File: src/rtl/intc_pkg.sv
// Shared types and constants for the interrupt controller: FSM encoding,
// register indices and active-id width.
package intc_pkg;

  typedef enum logic [1:0] {
    ST_IDLE    = 2'd0,
    ST_ASSERT  = 2'd1,
    ST_SERVICE = 2'd2
  } state_t;

  localparam logic [2:0] REG_CTRL   = 3'd0;
  localparam logic [2:0] REG_MASK   = 3'd1;
  localparam logic [2:0] REG_PEND   = 3'd2;
  localparam logic [2:0] REG_ACTIVE = 3'd3;

  localparam int ID_W = 5;

endpackage

File: src/rtl/intc_edge_det.sv
// Rising-edge detector for the IRQ lines; with INTC_SYNC_EN defined each line
// first passes through a two-flop synchronizer.
module intc_edge_det #(
  parameter int W = 6
) (
  input  logic         clk,
  input  logic         reset,
  input  logic [W-1:0] din,
  output logic [W-1:0] rise
);

  logic [W-1:0] samp;
  logic [W-1:0] hist;

`ifdef INTC_SYNC_EN
  logic [W-1:0] meta;
  logic [W-1:0] sync;

  always_ff @(posedge clk or posedge reset) begin
    if (reset) begin
      meta <= '0;
      sync <= '0;
    end else begin
      meta <= din;
      sync <= meta;
    end
  end

  assign samp = sync;
`else
  assign samp = din;
`endif

  always_ff @(posedge clk or posedge reset) begin
    if (reset) hist <= '0;
    else       hist <= samp;
  end

  assign rise = samp & ~hist;

endmodule

File: src/rtl/intc.sv
// Prioritized interrupt controller on the word-addressed peripheral bus.
// Optional input synchronizer selected by INTC_SYNC_EN (see intc_edge_det).
module intc
  import intc_pkg::*;
#(
  parameter int NSRC = 6
) (
  input  logic            clk,
  input  logic            reset,
  input  logic [31:2]     Addr,
  input  logic            WE,
  input  logic [31:0]     Din,
  output logic [31:0]     Dout,
  input  logic [NSRC-1:0] irq_in,
  input  logic            ack,
  output logic            irq_out,
  output logic [ID_W-1:0] active_id
);

  state_t            state;
  logic              ctrl_en;
  logic [NSRC-1:0]   mask;
  logic [NSRC-1:0]   pending;
  logic [NSRC-1:0]   rise;
  logic [NSRC-1:0]   masked;
  logic [NSRC-1:0]   w1c_clr;
  logic [NSRC-1:0]   ack_clr;
  logic [ID_W-1:0]   winner;
  logic [2:0]        idx;
  logic              req;
  logic              take;
  logic              eoi_ok;
  logic              unused_bits;

  assign idx         = Addr[4:2];
  assign unused_bits = ^{Addr[31:5], Din};

  intc_edge_det #(.W(NSRC)) u_edge (
    .clk   (clk),
    .reset (reset),
    .din   (irq_in),
    .rise  (rise)
  );

  assign masked = pending & mask;
  assign req    = ctrl_en & (|masked);
  assign take   = (state == ST_ASSERT) && req && ack;
  assign eoi_ok = (state == ST_SERVICE) && WE && (idx == REG_ACTIVE)
                  && (Din[ID_W-1:0] == active_id);

  // Lowest set index wins, so scan downward and let the last hit stand.
  always_comb begin
    winner = '0;
    for (int i = NSRC - 1; i >= 0; i--) begin
      if (masked[i]) winner = ID_W'(i);
    end
  end

  always_comb begin
    ack_clr = '0;
    w1c_clr = '0;
    for (int i = 0; i < NSRC; i++) begin
      ack_clr[i] = take && (winner == ID_W'(i));
    end
    if (WE && idx == REG_PEND) w1c_clr = Din[NSRC-1:0];
  end

  // New edges are OR-ed in last so they win over both clear sources.
  always_ff @(posedge clk or posedge reset) begin
    if (reset) begin
      ctrl_en <= 1'b0;
      mask    <= '0;
      pending <= '0;
    end else begin
      if (WE && idx == REG_CTRL) ctrl_en <= Din[0];
      if (WE && idx == REG_MASK) mask    <= Din[NSRC-1:0];
      pending <= (pending & ~w1c_clr & ~ack_clr) | rise;
    end
  end

  always_ff @(posedge clk or posedge reset) begin
    if (reset) begin
      state     <= ST_IDLE;
      irq_out   <= 1'b0;
      active_id <= '0;
    end else begin
      case (state)
        ST_IDLE: begin
          irq_out <= req;
          if (req) state <= ST_ASSERT;
        end
        ST_ASSERT: begin
          if (!req) begin
            state   <= ST_IDLE;
            irq_out <= 1'b0;
          end else if (ack) begin
            state     <= ST_SERVICE;
            irq_out   <= 1'b0;
            active_id <= winner + ID_W'(1);
          end
        end
        ST_SERVICE: begin
          irq_out <= 1'b0;
          if (eoi_ok) begin
            state     <= ST_IDLE;
            active_id <= '0;
          end
        end
        default: begin
          state   <= ST_IDLE;
          irq_out <= 1'b0;
        end
      endcase
    end
  end

  always_comb begin
    Dout = '0;
    case (idx)
      REG_CTRL:   Dout = {31'd0, ctrl_en};
      REG_MASK:   Dout = 32'(mask);
      REG_PEND:   Dout = 32'(pending);
      REG_ACTIVE: Dout = 32'(active_id);
      default:    Dout = '0;
    endcase
  end

endmodule

File: config.mk
export PLATFORM = sky130hd
export DESIGN_NAME = intc
export DESIGN_NICKNAME = d
export VERILOG_FILES = /design/src/rtl/intc_pkg.sv /design/src/rtl/intc_edge_det.sv /design/src/rtl/intc.sv
export SDC_FILE = /design/constraint.sdc
export NUM_CORES = 1
export LEC_CHECK = 0
export ABC_AREA = 1
export CORE_UTILIZATION = 50
export CTS_BUF_LIST = sky130_fd_sc_hd__clkbuf_16
export DETAILED_ROUTE_END_ITERATION = 12
export DONT_BUFFER_PORTS = 1
export GPL_ROUTABILITY_DRIVEN = 0
export SETUP_SLACK_MARGIN = 0.2
export SYNTH_ARGS = -nofsm -noshare
export SYNTH_HDL_FRONTEND = slang
export SYNTH_SLANG_ARGS = --single-unit
export TNS_END_PERCENT = 1
File: constraint.sdc
create_clock -name clk -period 2.9 [get_ports clk]
set_input_delay 0.145 -clock clk [delete_from_list [all_inputs] [get_ports clk]]
set_output_delay 0.145 -clock clk [all_outputs]
set_load 0.02 [all_outputs]
# Word-level counts from Yosys, hierarchy flattened
# Cells that the tools add are included.
# word_totals
wordCells,74
register_bits,27
output_inout_bits,38
in_bits,72
# op_classes
eq_ne,16
mux,20
add_sub_neg,1
reduce_logical,21
bitwise_logic,9
# ops
operator,count
2-to-1 mux 5 bit,8
AND 6 bit,4
case mux 6 bit (4 select lines),1
inverter 6 bit,3
logical AND 1 bit,14
"== test 5 x 2 -> 1 bit, second input constant",2
"== test 5 x 3 -> 1 bit, second input constant",2
case mux 5 bit (2 select lines),1
2-to-1 mux 2 bit,4
"!= test 2 bit, second input constant",4
"== test 3 x 2 -> 1 bit, second input constant",2
2-to-1 mux 6 bit,1
bitwise OR 6 bit,1
case mux 2 bit (3 select lines),1
OR reduction 6 bit,1
"adder 5 x 1 -> 5 bit, second input constant",1
"== test 5 x 1 -> 1 bit, second input constant",1
== test 5 bit,1
zero test 5 bit,1
AND reduction 4 bit,1
"== test 3 x 1 -> 1 bit, second input constant",1
zero test 3 bit,1
2-to-1 mux 3 bit,1
"!= test 3 bit, second input constant",1
8 further kinds,9

# Longest topological paths before layout
# Gate-level depths: netlist of run 1.
# depth
word_depth,12
depth_mapped,14
depth_no_buf,14

# By module
# A second synthesis of run 1 with hierarchy kept.
# unflattened
cells_unflattened,219
hier_area_um2,1709.1
# by_module_without_submodules
module,cells_each,area_per_inst_um2,instances,seq_area_each_um2
intc,200,1495.2,1,500.5
intc_edge_det,19,214.0,1,150.1

# Worst setup path after synthesis of run 1
# No wires, ideal clock.
# synth_timing
kind,flip-flop to flip-flop
start,register pending[4]
end,register active_id[2]
n_path_buf,0
path_slack_ps,1536
t_required_ps,2783
period_less_slack_ps,1364
stages_incl_launch_ff,14
setup_time_ps,117
t_arrival_ps,1247
cell_sequence,dfrtp_1 nand2_1 nand3_1 nand2_1 nand2_1 nand2_1 nand2_1 inv_1 ha_1 nand3_1 nand2_1 nor2_1 nand2_1 nand2_1
# synth_via
elab_chain_cells,10
elab_cells_between_ends,14
cone_classes,add/sub: 1; eq/ne: 1; mux: 8; bitwise: 2; reduce/logical: 2
# synth_lines
element,line,rtl
"start, declared",intc.sv:23,logic [NSRC-1:0] pending;
"start signal, assigned",intc.sv:77,pending <= (pending & ~w1c_clr & ~ack_clr) | rise;
AND 6 bit *,intc.sv:45,assign masked = pending & mask;
2-to-1 mux 5 bit (5 in series),intc.sv:55,if (masked[i]) winner = ID_W'(i);
adder 5 x 1 -> 5 bit,intc.sv:99,active_id <= winner + ID_W'(1);
2-to-1 mux 5 bit,intc.sv:96,end else if (ack) begin
2-to-1 mux 5 bit,intc.sv:93,if (!req) begin
case mux 5 bit (2 select lines),intc.sv:87,case (state)
"end signal, assigned",intc.sv:99,
"end, declared",intc.sv:17,output logic [ID_W-1:0] active_id
# Every way passes the cells marked *; elsewhere a longest branch is shown, timed or not. The select of a mux whose other input is x is not followed.
# A chain may end at the register's enable or synchronous reset.

# Worst setup path after layout of run 1
# layout_timing
start,register mask[4]
end,register active_id[2]
# layout_via
elab_chain_cells,10
elab_cells_between_ends,14
cone_classes,add/sub: 1; eq/ne: 1; mux: 8; bitwise: 2; reduce/logical: 2
# layout_lines
element,line,rtl
"start, declared",intc.sv:22,logic [NSRC-1:0] mask;
"start signal, assigned",intc.sv:76,if (WE && idx == REG_MASK) mask <= Din[NSRC-1:0];
AND 6 bit *,intc.sv:45,
2-to-1 mux 5 bit (5 in series),intc.sv:55,
adder 5 x 1 -> 5 bit,intc.sv:99,
2-to-1 mux 5 bit,intc.sv:96,
2-to-1 mux 5 bit,intc.sv:93,
case mux 5 bit (2 select lines),intc.sv:87,
# Marks and branches as above.

==> metrics.csv, run 1 <==
metric,value,unit
outcome,finished with violations,
violations,hold timing,
syn-cell-area,1700,um2
cts.sinks,26,
initial_core_util,54.3,%
crit_type,reg -> reg,
fp-row-count,20,
grt.total_usage,20.6,%
internal_power,0.837,mW
io_pins,110,
max_cap_violations,0,
die_h,60.3,um
nFillCells,292,
placed_area,1630,um2
final_util,57.4,%
fin_nets,299,
path_clk_slew,0.07,ns
worst_slack,1.27,ns
clockBufferDepth,2,
holdCritPathClass,in -> async,
powerDensity,744,nW/um2
grt_max_degree,27,
synth_edf_count,0,
final_cell_area,1800,um2
coreArea,3130,um2
p_seq_share,40.5,%
ir_worst_vdd,434,uV
synth_flop_cell,dfrtp_1,
place_ws,1.32,ns
rr_endpoint,active_id[2],
hpwl,2530,um
drt_iter0_markers,44,
worstSkewPairLatency,0.26,ns
synthTopCellsByArea,"dfrtp_1, nand2_1, buf_4",
synth_cells,215,
synth_cell_types,26,
finalCritPeriodShare,56.1,%
cts_made_buffers,3,
layout-drive-gt1-share,13.1,%
vias,1282,
placed_cells,256,
yosys.area.top_type_share,38.3,%
h-tree-depth,1,
io_buffers,0,
antenna_found_initial,0,
root_buffer,clkbuf_16,
p_leak,0.973,nW
wirelength,3370,um
synth-seq-area-share,38.3,%
post_cts_resize_count,0,
r2r_start,mask[4],
clock-skew-final,0.00953,ns
crit_arrival,1.83,ns
avgSynthCellArea,7.90,um2
slew_headroom,34.6,%
via_per_inst,4.82,
drc,0,
grt_pass1_vias,1223,
gr-total-overflow,0,
clkPwrFrac,30.2,%
drtAntennaViolNets,0,
finalMaxSlewViolations,0,
synth_area_leader_cell,dfrtp_1,
grt_pass1_wl,5410,um
reg2reg_depth,14,
start_kind,flop,
synthToLayoutAreaGrowth,5.67,%
wire_per_inst,12.7,um
setup_violations,0,
max_clock_freq,615,MHz
post_cts_buffers,0,
power.total,1.34,mW
endpoint_kind,flop,
critPathMaxFanout,3,
hold_viol_final,14,
ctsHoldBuffers,6,
netSwitchingFraction,37.4,%
critPathRequiredTime,3.10,ns
rsz0062_at_grt,false,
dr.pass1.iters,4,
worst-r2r-setup-slack,1.27,ns
worst_pin_slew,0.980,ns
ys_warn_count,0,
synth_seq_cells,26,
instances_no_fill,266,
die_w,60.3,um
min_period,1.63,ns
timing.hold.ws,-0.00829,ns
cts_tree,yes,
switchingPower,0.500,mW
antenna_cells,0,
dieArea,3640,um2
p_comb_share,29.3,%
finalSetupTns,0,ns
async_flop_share,100,%
## logic make-up (layout without fill, tap and decap cells)
group / Yosys count / count (layout) / synth area share, %
AO/OA/AOI/OAI: 27 / 27 / 12.6
XOR/XNOR: 2 / 2 / 1.03
adder cells (fa/ha/maj): 4 / 4 / 2.95
buffers and inverters: 56 / 37 / 19.0
flip-flops: 26 / 26 / 38.3
other: 1 / 27 / 0.221
AND/OR/NAND/NOR: 99 / 99 / 25.9
## registers in the layout, summed over array words and instances, names as in the netlist
signal / count
active_id: 4
state: 2
ctrl_en: 1
u_edge.hist: 6
pending: 6
irq_out: 1
mask: 6
## power by group through the flow
stage | Sequential (mW) | Clock, mW | Combinational, mW
after CTS | 0.541 | 0.408 | 0.393
after global routing | 0.550 | 0.421 | 0.443
after global placement | 0.545 | 0 | 0.371
after detailed placement | 0.547 | 0 | 0.380
after floorplan | 0.530 | 0 | 0.351
final | 0.541 | 0.403 | 0.392
## cell usage in the layout, fill, tap and decap left out
cell           count
clkbuf_16          3
a22o_1             2
inv_2              2
nand4_2            1
a22oi_1            1
inv_1             25
nor2_1             8
o21bai_2           6
o211ai_1           2
nand2_4            1
dfrtp_1           26
nand2_2            4
o21ai_0            6
xor2_1             2
nor3_1             1
nand2_1           69
o21ai_2            6
o21ai_1            1
dlygate4sd3_1      6
nor2_4             2
a21oi_1            2
nand3_1           11
ha_1               4
nand3_2            2
bufinv_16          1
a21oi_2            1
conb_1            27
## layout make-up
class,instances,area [um2],area share [%]
clock buffers,3,75.1,4.18
clock inverters,1,30.0,1.67
inverters,27,101,5.64
multi-input cells,159,823,45.9
flip-flops and latches,26,651,36.2
well taps,44,55.1,3.07
repair buffers,6,60.1,3.34
## how the worst max path moves through the flow
stage / slack (ns) / start / end / depth (start not counted)
2_1_floorplan: 1.54 / pending[4] / active_id[2] / 13
3_3_place_gp: 1.36 / mask[4] / active_id[2] / 13
3_5_place_dp: 1.32 / mask[4] / active_id[2] / 13
4_1_cts: 1.28 / mask[4] / active_id[2] / 14
5_1_grt: 1.12 / mask[4] / active_id[2] / 14
6_report: 1.27 / mask[4] / active_id[2] / 14
## layer usage
metal  up-vias  GRT usage [%]  share of wire, %
met2        57           33.6                46
met3         5           3.03               5.2
met4         0           6.98               1.4
met5         -              0                 0
li1        632              -                 -
met1       588           27.6                47
## Yosys cell counts (2+ instances only)
library cell  number
nand2_1           69
buf_4             28
dfrtp_1           26
inv_1             25
nand3_1           11
nor2_1             8
o21ai_0            6
o21ai_2            6
o21bai_2           6
ha_1               4
nand2_2            4
a21oi_1            2
a22o_1             2
inv_2              2
nand3_2            2
nor2_4             2
o211ai_1           2
xor2_1             2
## worst max-delay path, cell delays in order (launching register included)
cell and delay [ns]:
dfrtp_1 0.40, nand2_1 0.11, nand3_1 0.08, nand2_1 0.06
nand2_1 0.06, nand2_1 0.10, nand2_1 0.10, inv_1 0.09
ha_1 0.18, inv_1 0.05, nand2_1 0.05, nand2_1 0.05
nor2_1 0.10, nand2_1 0.07, nand2_1 0.07
Power figures use the tool's default switching activity.
==> run 2, diff against run 1 <==
Settings changed: PLACE_DENSITY set to 0.68.
Clock period 2.9 ns to 1.35 ns, I/O delays scaled along.
==> run 2 against run 1 <==
  * The flow finishes with violations (setup timing)
  * Flip-flop and latch count unchanged
  * Clock skew decreased by 0.0058 ns
  * Utilization increased by 14 points
  * Critical path depth decreased by 1
  * First-iteration DRC count increased by 20%
  * Total power increased by 140%
  * Global-route usage increased by 2.9 points
  * Sequential share of layout area decreased by 7.0 points
  * Hold slack improved by 0.011 ns
  * Combinational power increased to 3.6 times the previous value
  * Via count increased by 14%
  * Cell area increased by 24%
==> metrics.csv, run 2 (synthesis gave the netlist of run 1 again) <==
metric,value,unit
h-tree-depth,1,
max_cap_violations,0,
max_clock_freq,687,MHz
gr-total-overflow,0,
initial_core_util,54.3,%
dieArea,3640,um2
outcome,finished with violations,
largestRegisters,"mask (6), pending (6), u_edge.hist (6)",
worst_slack,-0.105,ns
rr_endpoint,active_id[2],
finalCritPeriodShare,108,%
fp-row-count,20,
cpPeakStageDelay,0.39,ns
clock-skew-final,0.00377,ns
antenna_found_initial,0,
hpwl,2820,um
violations,setup timing,
vias,1461,
reg2reg_depth,13,
worst-path-buf-inv,1,
crit_type,reg -> reg,
fin_nets,339,
place_ws,-0.132,ns
grt_pass1_vias,1362,
clockBufferDepth,2,
slowest_stage,dfrtp_1,
nFillCells,248,
grt.total_usage,23.4,%
layout-drive-gt1-share,32.8,%
setup_violations,9,
drtAntennaViolNets,0,
cp_top_family,simple AND/OR/NAND/NOR gates,
grt_max_degree,27,
synthToLayoutAreaGrowth,30.9,%
final_common_cell,nand2_1,
cts_made_buffers,3,
io_pins,110,
drc,0,
setup.worst_path.end,active_id[2],
power.total,3.17,mW
grt_pass1_wl,6010,um
via_per_inst,4.77,
io_buffers,0,
worst-path-stages,13,
endpoint_kind,flop,
startpoint,mask[4],
holdCritPathClass,in -> reg,
worst-r2r-setup-slack,-0.10,ns
layout_common_cells,"nand2_1, buf_4, conb_1, dfrtp_1, inv_1",
cts_tree,yes,
root_buffer,clkbuf_16,
path_clk_slew,0.06,ns
drt_iter0_markers,53,
die_h,60.3,um
crit_arrival,1.61,ns
die_w,60.3,um
ir_worst_vdd,931,uV
coreArea,3130,um2
start_kind,flop,
min_period,1.45,ns
wirelength,3830,um
finalMaxSlewViolations,0,
worstSkewPairLatency,0.26,ns
rsz0062_at_grt,true,
powerDensity,1420,nW/um2
critPathRequiredTime,1.50,ns
critPathMaxFanout,3,
dr.pass1.iters,4,
path_common_cell,nand2_2,
hold_viol_final,0,
p_leak,1.17,nW
cp_cell_sequence,"nand2_2, nand3_2, nand2_2, nand2_2, nand2_2, nand2_4, inv_4, ha_4, nand3_1, nand2_1, nor2_1, nand2_1, nand2_1",
r2r_start,mask[4],
cts.sinks,26,
wire_per_inst,12.5,um
antenna_cells,0,
## run 2: cell types whose count changed in the layout (fill, tap and decap cells not counted), sizes merged
cell	delta
bufinv	-1
clkinv	+1
dlygate4sd3	+6
buf	+34
## run 2: worst min-delay path by stage
stage,depth (start not counted),end,slack [ns],startpoint
2_1_floorplan,0,u_edge.hist[0],0.1,irq_in[0]
3_3_place_gp,2,active_id[1],0.04,reset
3_5_place_dp,2,active_id[2],0.04,reset
4_1_cts,2,ctrl_en,0.006,WE
5_1_grt,2,mask[4],0.03,Din[4]
6_report,2,ctrl_en,0.003,WE
## run 2: power breakdown
group	leakage, nW	internal (mW)	switching, mW
clock network	0.0385	0.397	0.269
registers	0.306	0.937	0.135
logic	0.829	0.604	0.826
## run 2: per-layer routing
layer  wire [um]  GRT usage, %  vias up
li1            -             -      713
met1        1660          29.4      678
met2        1900          38.8       62
met3         198          4.55        8
met4          70          10.3        0
met5           0             0        -
## run 2: repair_timing
item / 4_1_cts / 5_1_grt
endpoints found under the hold margin: 44 / 0
setup buffers: 2 / 1
endpoints found under the setup margin: 18 / 19
pin swaps: 9 / 13
resized for setup: 13 / 18
hold buffers: 12 / 0
## run 2: layout make-up
class,instances,area [um2],area share [%]
Timing Repair Buffer,46,390,17.5
Inverter,27,104,4.67
Tap cell,44,55.1,2.47
Clock inverter,1,3.75,0.169
Sequential cell,26,651,29.2
Multi-Input combinational cell,159,946,42.5
Clock buffer,3,75.1,3.37
## run 2: per-stage QoR
stage,cells,TNS (ns),hold slack [ns],instance area [um2],utilization (%)
global route,306,-1.26,0.0281,2220,71.1
floorplan,241,0,0.0989,1820,-
global placement,287,-0.454,0.0384,1880,60.2
detailed placement,287,-0.724,0.0361,1880,60.2
finish,306,-0.495,0.00261,2220,71.1
CTS,305,-0.695,0.00650,2150,68.8
==> run 3, diff against run 2 <==
Settings changed: BUFFER_PORTS_ARGS set to -buffer_cell sky130_fd_sc_hd__buf_2, CORE_UTILIZATION 50 to 38, DONT_BUFFER_PORTS 1 to not set, PLACE_DENSITY 0.68 to 0.76.
==> run 3 against run 2 <==
  * The flow still finishes with violations (setup timing)
  * Via count decreased by 0.96%
  * Utilization decreased by 16 points
  * Largest cell class unchanged
  * Highest routed layer unchanged
  * Sequential power about the same
  * Critical endpoint unchanged
  * Non-clock buffer count increased by 14
  * Cell area increased by 2.2%
  * Clock power decreased by 0.6%
  * Critical path depth increased by 1
  * Setup slack got worse by 0.033 ns
  * Die area increased by 30%
  * Combinational power decreased by 4%
  * Count of clock-buffer cells in the layout unchanged
==> metrics.csv, run 3 (synthesis gave the netlist of run 1 again) <==
metric,value,unit
path_common_cell,nand2_1,
critPathRequiredTime,1.55,ns
grt_pass1_vias,1366,
coreArea,4140,um2
die_w,68.9,um
drt_iter0_markers,92,
final_cell_area,2270,um2
endpoint_kind,flop,
final_util,54.9,%
dr.pass1.iters,4,
max_cap_violations,0,
wire_per_inst,11.9,um
max_clock_freq,672,MHz
gr-total-overflow,0,
cp_cell_sequence,"nand2_2, nand3_2, nand2_1, nand2_1, nand2_2, nand2_4, inv_4, ha_4, inv_1, nand2_1, nand2_1, nor2_1, nand2_1, nand2_1",
critPathMaxFanout,3,
powerDensity,1370,nW/um2
rsz0062_at_grt,true,
io_pins,110,
power.total,3.11,mW
die_h,68.9,um
placed_area,1980,um2
cp_top_family,simple AND/OR/NAND/NOR gates,
cpPeakStageDelay,0.38,ns
io_buffers,29,
drc,0,
clockBufferDepth,2,
worst_slack,-0.138,ns
dieArea,4740,um2
fin_nets,353,
ir_worst_vdd,543,uV
layout_common_cells,"nand2_1, conb_1, dfrtp_1, inv_1, buf_2",
top_layer,met4,
wl_met2,2020,um
hold_viol_final,0,
m1WireLength,1650,um
min_period,1.49,ns
via_per_inst,4.44,
path_clk_slew,0.06,ns
h-tree-depth,1,
clock-skew-final,0.00398,ns
final_common_cell,nand2_1,
violations,setup timing,
slowest_stage,dfrtp_1,
grt_max_degree,27,
nFillCells,377,
instances_no_fill,326,
place_ws,-0.144,ns
root_buffer,clkbuf_16,
start_kind,flop,
finalCritPeriodShare,110,%
drtAntennaViolNets,0,
wirelength,3880,um
holdCritPathClass,in -> reg,
vias,1447,
cts.sinks,26,
largestRegisters,"mask (6), pending (6), u_edge.hist (6)",
p_leak,1.23,nW
setup_violations,8,
crit_type,reg -> reg,
crit_arrival,1.69,ns
antenna_cells,0,
layout-drive-gt1-share,37.3,%
cts_tree,yes,
outcome,finished with violations,
worst-path-buf-inv,2,
grt_pass1_wl,6030,um
grt.total_usage,17.9,%
synthToLayoutAreaGrowth,33.8,%
hpwl,2820,um
initial_core_util,41.0,%
fp-row-count,23,
finalMaxSlewViolations,0,
placed_cells,313,
wl_met3,139,um
cts_made_buffers,3,
antenna_found_initial,0,
worstSkewPairLatency,0.26,ns
run 3: final cells by class:
cell class              instances  area (um2)  share of cell area, %
clock inverters                 1        3.75                  0.165
well taps                      50        62.6                   2.75
multi-input cells             159         913                   40.2
clock buffers                   3        75.1                   3.30
flip-flops and latches         26         651                   28.6
repair buffers                 60         464                   20.4
inverters                      27         104                   4.57
run 3: worst reg2reg max path, cell delays in order (launching register included):
cell,delay [ns]
dfrtp_1,0.38
nand2_2,0.10
nand3_2,0.07
nand2_1,0.07
nand2_1,0.07
nand2_2,0.11
nand2_4,0.07
inv_4,0.06
ha_4,0.12
inv_1,0.03
nand2_1,0.06
nand2_1,0.07
nor2_1,0.09
nand2_1,0.07
nand2_1,0.06
run 3: worst paths after layout:
kind / from / endpoint / slack (ns) / cells after the start
max: mask[4] / active_id[2] / -0.14 / 14
min: Din[5] / mask[5] / 0.08 / 3
max reg2reg: mask[4] / active_id[2] / -0.14 / 14
min reg2reg: u_edge.hist[5] / pending[5] / 0.47 / 3
max in group asynchronous: reset / mask[5] / 0.71 / 4
min in group asynchronous: reset / mask[2] / 0.39 / 4
run 3: layer usage:
metal | vias up | global-route usage, %
li1 | 736 | -
met1 | 664 | 21.7
met2 | 40 | 32.4
met3 | 7 | 2.47
met4 | 0 | 5.61
met5 | - | 0
run 3: what timing repair did:
item / in CTS / in global routing
pin swaps: 10 / 9
resized for setup: 18 / 21
hold buffers: 7 / 0
endpoints found under the hold margin: 32 / 0
endpoints found under the setup margin: 17 / 19
buffers inserted: 1 / 1
run 3: report_power, final:
part           internal, mW  total [mW]  switching, mW
logic                 0.556        1.37          0.815
clock network         0.397       0.662          0.265
registers             0.937        1.07          0.136
run 3: stage by stage:
stage | hold WS (ns) | TNS (ns)
finish | 0.0763 | -0.700
global route | 0.106 | -1.34
global placement | 0.139 | -0.349
CTS | 0.0749 | -0.438
floorplan | 0.0989 | 0
detailed placement | 0.137 | -0.630
